`src/rtl/aes_uart_pkg.sv`:
```
// rtl/aes_uart_pkg.sv - shared command codes, FSM encoding and block width for the UART-to-AES framer
package aes_uart_pkg;

  localparam int BLOCK_W = 128;

  localparam logic [7:0] CMD_KEY = 8'h4B;
  localparam logic [7:0] CMD_ENC = 8'h45;
  localparam logic [7:0] CMD_DEC = 8'h44;

  typedef enum logic [1:0] {
    IDLE     = 2'd0,
    COLLECT  = 2'd1,
    WAIT_KEY = 2'd2
  } state_t;

  function automatic logic is_cmd(input logic [7:0] b);
    return (b == CMD_KEY) || (b == CMD_ENC) || (b == CMD_DEC);
  endfunction

endpackage

```
`src/rtl/aes_byte_shifter.sv`:
```
// rtl/aes_byte_shifter.sv - 16-byte MSB-first shift register with wrapping byte counter
module aes_byte_shifter
  import aes_uart_pkg::*;
(
  input  logic               clk,
  input  logic               rst,
  input  logic               clear,
  input  logic               shift_en,
  input  logic [7:0]         data,
  output logic [BLOCK_W-1:0] block,
  output logic               last
);

  logic [3:0] count;

  // last is combinational so the top can capture the completed block on the same edge
  assign last = shift_en && (count == 4'd15);

  always_ff @(posedge clk) begin
    if (rst) begin
      block <= '0;
      count <= 4'd0;
    end else if (clear) begin
      count <= 4'd0;
    end else if (shift_en) begin
      block <= {block[BLOCK_W-9:0], data};
      count <= count + 4'd1;
    end
  end

endmodule

```
`src/rtl/aes_frame_assembler.sv`:
```
// rtl/aes_frame_assembler.sv - assembles UART command frames into AES key/encrypt/decrypt requests
// Optional inter-byte timeout enabled by defining AES_FRAME_TIMEOUT_EN.
module aes_frame_assembler
  import aes_uart_pkg::*;
#(
  parameter int TIMEOUT_CYCLES = 17360
) (
  input  logic               clk,
  input  logic               rst,
  input  logic               rx_valid,
  input  logic [7:0]         rx_data,
  input  logic               key_is_valid,
  input  logic               done_key_expansion,
  output logic               load_new_key,
  output logic [BLOCK_W-1:0] cipher_key,
  output logic               enc_in_valid,
  output logic [BLOCK_W-1:0] plain_text,
  output logic               dec_in_valid,
  output logic [BLOCK_W-1:0] cipher_text_in,
  output logic               busy,
  output logic               err_bad_cmd,
  output logic               err_no_key,
  output logic               err_overrun,
  output logic               err_timeout
);

  state_t             state;
  logic [7:0]         cmd;
  logic               shift_en;
  logic               clear;
  logic               last;
  logic               timeout_hit;
  logic [BLOCK_W-1:0] block;
  logic [BLOCK_W-1:0] next_block;

  assign shift_en   = (state == COLLECT) && rx_valid;
  assign clear      = (state == IDLE) && rx_valid && is_cmd(rx_data);
  assign next_block = {block[BLOCK_W-9:0], rx_data};
  assign busy       = (state != IDLE);

  aes_byte_shifter u_shifter (
    .clk      (clk),
    .rst      (rst),
    .clear    (clear),
    .shift_en (shift_en),
    .data     (rx_data),
    .block    (block),
    .last     (last)
  );

`ifdef AES_FRAME_TIMEOUT_EN
  localparam int TW = $clog2(TIMEOUT_CYCLES + 1);
  logic [TW-1:0] idle_cnt;

  assign timeout_hit = (state == COLLECT) && !rx_valid && (idle_cnt == TW'(TIMEOUT_CYCLES - 1));

  always_ff @(posedge clk) begin
    if (rst || state != COLLECT || rx_valid) idle_cnt <= '0;
    else                                     idle_cnt <= idle_cnt + 1'b1;
    err_timeout <= !rst && timeout_hit;
  end
`else
  assign timeout_hit = 1'b0;
  assign err_timeout = 1'b0;
`endif

  always_ff @(posedge clk) begin
    if (rst) begin
      state          <= IDLE;
      cmd            <= 8'h00;
      load_new_key   <= 1'b0;
      enc_in_valid   <= 1'b0;
      dec_in_valid   <= 1'b0;
      err_bad_cmd    <= 1'b0;
      err_no_key     <= 1'b0;
      err_overrun    <= 1'b0;
      cipher_key     <= '0;
      plain_text     <= '0;
      cipher_text_in <= '0;
    end else begin
      load_new_key <= 1'b0;
      enc_in_valid <= 1'b0;
      dec_in_valid <= 1'b0;
      err_bad_cmd  <= 1'b0;
      err_no_key   <= 1'b0;
      err_overrun  <= 1'b0;
      unique case (state)
        IDLE: begin
          if (rx_valid) begin
            if (is_cmd(rx_data)) begin
              cmd   <= rx_data;
              state <= COLLECT;
            end else begin
              err_bad_cmd <= 1'b1;
            end
          end
        end
        COLLECT: begin
          if (timeout_hit) begin
            state <= IDLE;
          end else if (last) begin
            // outputs load with the strobe so both appear together one cycle after the last byte
            if (cmd == CMD_KEY) begin
              cipher_key   <= next_block;
              load_new_key <= 1'b1;
              state        <= WAIT_KEY;
            end else begin
              state <= IDLE;
              if (!key_is_valid) begin
                err_no_key <= 1'b1;
              end else if (cmd == CMD_ENC) begin
                plain_text   <= next_block;
                enc_in_valid <= 1'b1;
              end else begin
                cipher_text_in <= next_block;
                dec_in_valid   <= 1'b1;
              end
            end
          end
        end
        WAIT_KEY: begin
          if (rx_valid)           err_overrun <= 1'b1;
          if (done_key_expansion) state       <= IDLE;
        end
        default: state <= IDLE;
      endcase
    end
  end

endmodule

```
`config.mk`:
```
export PLATFORM = sky130hd
export DESIGN_NAME = aes_frame_assembler
export DESIGN_NICKNAME = d
export VERILOG_FILES = /design/src/rtl/aes_uart_pkg.sv /design/src/rtl/aes_byte_shifter.sv /design/src/rtl/aes_frame_assembler.sv
export SDC_FILE = /design/constraint.sdc
export NUM_CORES = 1
export LEC_CHECK = 0
export CORE_AREA = 2 2 202 204
export CTS_CLUSTER_SIZE = 40
export DETAILED_ROUTE_END_ITERATION = 7
export DIE_AREA = 0 0 204 206
export GPL_TIMING_DRIVEN = 0
export PLACE_DENSITY = 0.8
export SLEW_MARGIN = 20
export SYNTH_ARGS = -nofsm -noshare
export SYNTH_HDL_FRONTEND = slang
export SYNTH_SLANG_ARGS = --single-unit
```
`constraint.sdc`:
```
create_clock -name clk -period 2.4 [get_ports clk]
set_input_delay 0.36 -clock clk [delete_from_list [all_inputs] [get_ports clk]]
set_output_delay 0.36 -clock clk [all_outputs]
set_load 0.03 [all_outputs]
```
==> out/results.txt <==
Wire per inst: 19.0 um
Critical path class: reg -> reg
GRT Residual Overflow: 0
Drt pass-1 iters: 5
Pre-CTS setup slack: -0.261 ns
Initial Util: 50.9%
Slew headroom: 27.7%
Yosys top cell area share: 51.3%
Register area share after synthesis: 51.3%
Reg-to-Reg Start: state[1]$_SDFFE_PP0P_
Clock slew at reported path FFs: 0.06 ns
DP HPWL: 41700 um
Hold Buf Count CTS: 0
CP Capture Type: register
Core ar.: 0.0402 mm2
Initial antenna violation count: 5
Hold EP: u_shifter.block[0]$_SDFFE_PP0P_
Status: completed
Gr usage total: 26.4%
Placed cell areas: 0.0252 mm2
Vias in the first global route: 15700
Final Hold Fails: 0
Syn Std Cell Area: 0.0205 mm2
TritonCTS clock tree: done
Slew Viols, Final: 0
Cell taking the most area after synthesis: dfxtp_1
Clock buffer depth: 3
Synthesis Warnings: 0
Clock root buffer: clkbuf_16
Pwr dens: 650 mW/mm2
Drt total wl: 57400 um
Routability cong.: 0.865
Commonest non-fill, non-tap cell in the layout: dfxtp_1
PortBufs: 402
Largest net degree at the start of global routing: 15
WL met3: 3340 um
Util after Layout: 67.1%
Fin Hold WS: 0.388 ns
Die area: 0.0420 mm2
Max-cap violation count: 0
# setup viols final: 0
Share of cells above drive strength 1: 5.68%
Cell count after synthesis: 1984
Leakage power: 0.0106 uW
Htree depth: 2
Final Cycle Share: 89.6%
RR Endpoint: u_shifter.block[51]$_SDFFE_PP0P_
Most frequent cells in the layout: dfxtp_1 (524), nand2b_1 (515), clkdlybuf4s50_1 (401), mux2i_1 (384), nand2_1 (245)
CP Max Fanout: 10
Starting DRT DRC Count: 867
Num CTS Buffers: 52
Die Height: 206 um
Reg2Reg Depth: 5
Via-per-instance ratio: 5.12
Metal-1 WL: 24500 um
VDD IR max: 0.537 mV
Worst-Margin Slew: 1.08 ns
Worst hold path type: in -> reg
FF-to-FF setup slack: 0.25 ns
Post-synthesis average cell area: 10.3 um2
DIE WIDTH: 204 um
CTS Sinks: 524
Row cnt: 74
Via count: 15400
Hold Path Cell Cnt: 3
Fin nets: 2455
Fill count: 3157
Final instance area: 0.0270 mm2
Met2 routed WL: 27800 um
Area growth from synthesis to layout: 31.7%
CP required: 2.90 ns
Latest clock arrival within the worst-skew pair: 0.60 ns
Synth unique cells: 37
Top cells by area, synth: dfxtp_1 (51%), mux2i_1 (19%), nand2b_1 (16%), nand2_1 (4.5%), a21oi_1 (3.0%)
ANT nets after route: 0
RSZ-0062 raised after global routing: no
Layout Skew: 0.0281 ns
First-pass GRT wire length: 86900 um
Syn nets: 1998
Top layer in use: met5
Hold wc startpoint: rx_data[0]
IO Pins: 405
#FFs+latches synth: 524
Min Tclk post-route: 2.15 ns
Post-layout worst setup margin: 0.250 ns
CP startpoint kind: register
FMAX: 0.465 GHz
Crit path DAT: 2.65 ns
# DRC: 0
[sequential cells by signal, indices dropped and copies added (netlist names), 2 cells and up]
signal / cells
cipher_key: 128
cipher_text_in: 128
cmd: 8
plain_text: 128
state: 2
u_shifter.block: 120
u_shifter.count: 4
[logic make-up (layout without fill, tap and decap cells)]
family | after synthesis | count (layout) | share of synthesized area [%]
and+or+nand+nor | 792 | 792 | 21.6
DFF | 524 | 524 | 51.3
muxes | 384 | 384 | 18.8
buffers and inverters | 146 | 643 | 4.81
AOI/OAI and AO/OA | 133 | 133 | 3.39
xor gates and xnor gates | 3 | 3 | 0.128
adders and majority gates | 1 | 1 | 0.0611
other | 1 | 4 | 0.0183
[final cells by class]
| type | instances | area [um2] | share of cell area [%] |
|---|---|---|---|
| flip-flops and latches | 524 | 10500 | 38.9 |
| multi-input cells | 1314 | 8990 | 33.4 |
| repair buffers | 403 | 4040 | 15.0 |
| clock buffers | 80 | 1570 | 5.82 |
| plain buffers | 143 | 973 | 3.61 |
| well taps | 532 | 666 | 2.47 |
| clock inverters | 14 | 206 | 0.766 |
| inverters | 3 | 11.3 | 0.0418 |
| diodes | 3 | 7.51 | 0.0279 |
[worst max-delay path, cell delays in order (launching register included)]
cell and delay [ns]:
dfxtp_1 0.43, nand3b_1 0.20, clkbuf_1 0.65, clkbuf_1 0.43, nand2_1 0.15, a21oi_1 0.19
[where the power goes]
group,switching (uW),total [uW],internal [uW]
registers,0.914,8700,8700
clock network,3420,8440,5020
logic,209,383,174
[synth_stat cells]
library cell / instances
buf_1: 6
and3b_1: 1
buf_4: 1
o2111ai_1: 1
nand2_1: 245
xnor2_1: 2
conb_1: 1
nor2b_1: 1
a211oi_1: 1
nand4_1: 1
nor3_1: 2
nor3b_1: 4
or3b_2: 1
nand3b_1: 5
nand3_2: 1
nor4b_1: 1
nor2_1: 4
a21oi_1: 123
or2_4: 1
buf_12: 13
mux2i_1: 384
nand3b_4: 2
inv_1: 3
nand2b_1: 515
nor4_4: 1
a2111oi_0: 2
and3b_4: 1
dfxtp_1: 524
ha_1: 1
and4b_1: 2
buf_2: 9
and2_1: 4
o21ai_0: 5
xor2_1: 1
a211oi_4: 1
buf_6: 28
clkbuf_1: 86
[per-stage QoR]
stage	std cells	power, uW	setup TNS (ns)
2_1_floorplan	1984	9140	0
3_3_place_gp	2918	9270	-11.41
3_5_place_dp	2919	9270	-16.03
4_1_cts	3013	17600	0
5_1_grt	3015	18000	0
6_report	3016	17500	0
[layer usage]
metal	track usage, %	up-vias
li1	-	7404
met1	32.3	7455
met2	45.6	461
met3	6.09	104
met4	9.24	4
met5	0	-
[what timing repair did]
item,4_1_cts,5_1_grt
resized for setup,0,1
setup buffers,0,0
setup endpoints to repair,0,1
hold endpoints to repair,0,0
[how the worst max path moves through the flow]
stage	depth (start not counted)	slack, ns	end	startpoint
after floorplan	7	0.69	cipher_text_in[107]$_SDFFE_PP0P_	u_shifter.count[0]$_SDFFE_PP0P_
after global placement	5	-0.21	u_shifter.block[7]$_SDFFE_PP0P_	rst
after detailed placement	5	-0.26	u_shifter.block[5]$_SDFFE_PP0P_	rst
after CTS	3	0.05	busy	state[0]$_SDFFE_PP0P_
after global routing	6	0.06	u_shifter.block[96]$_SDFFE_PP0P_	state[0]$_SDFFE_PP0P_
final	5	0.25	u_shifter.block[51]$_SDFFE_PP0P_	state[1]$_SDFFE_PP0P_
(Power assumes the default switching activity.)
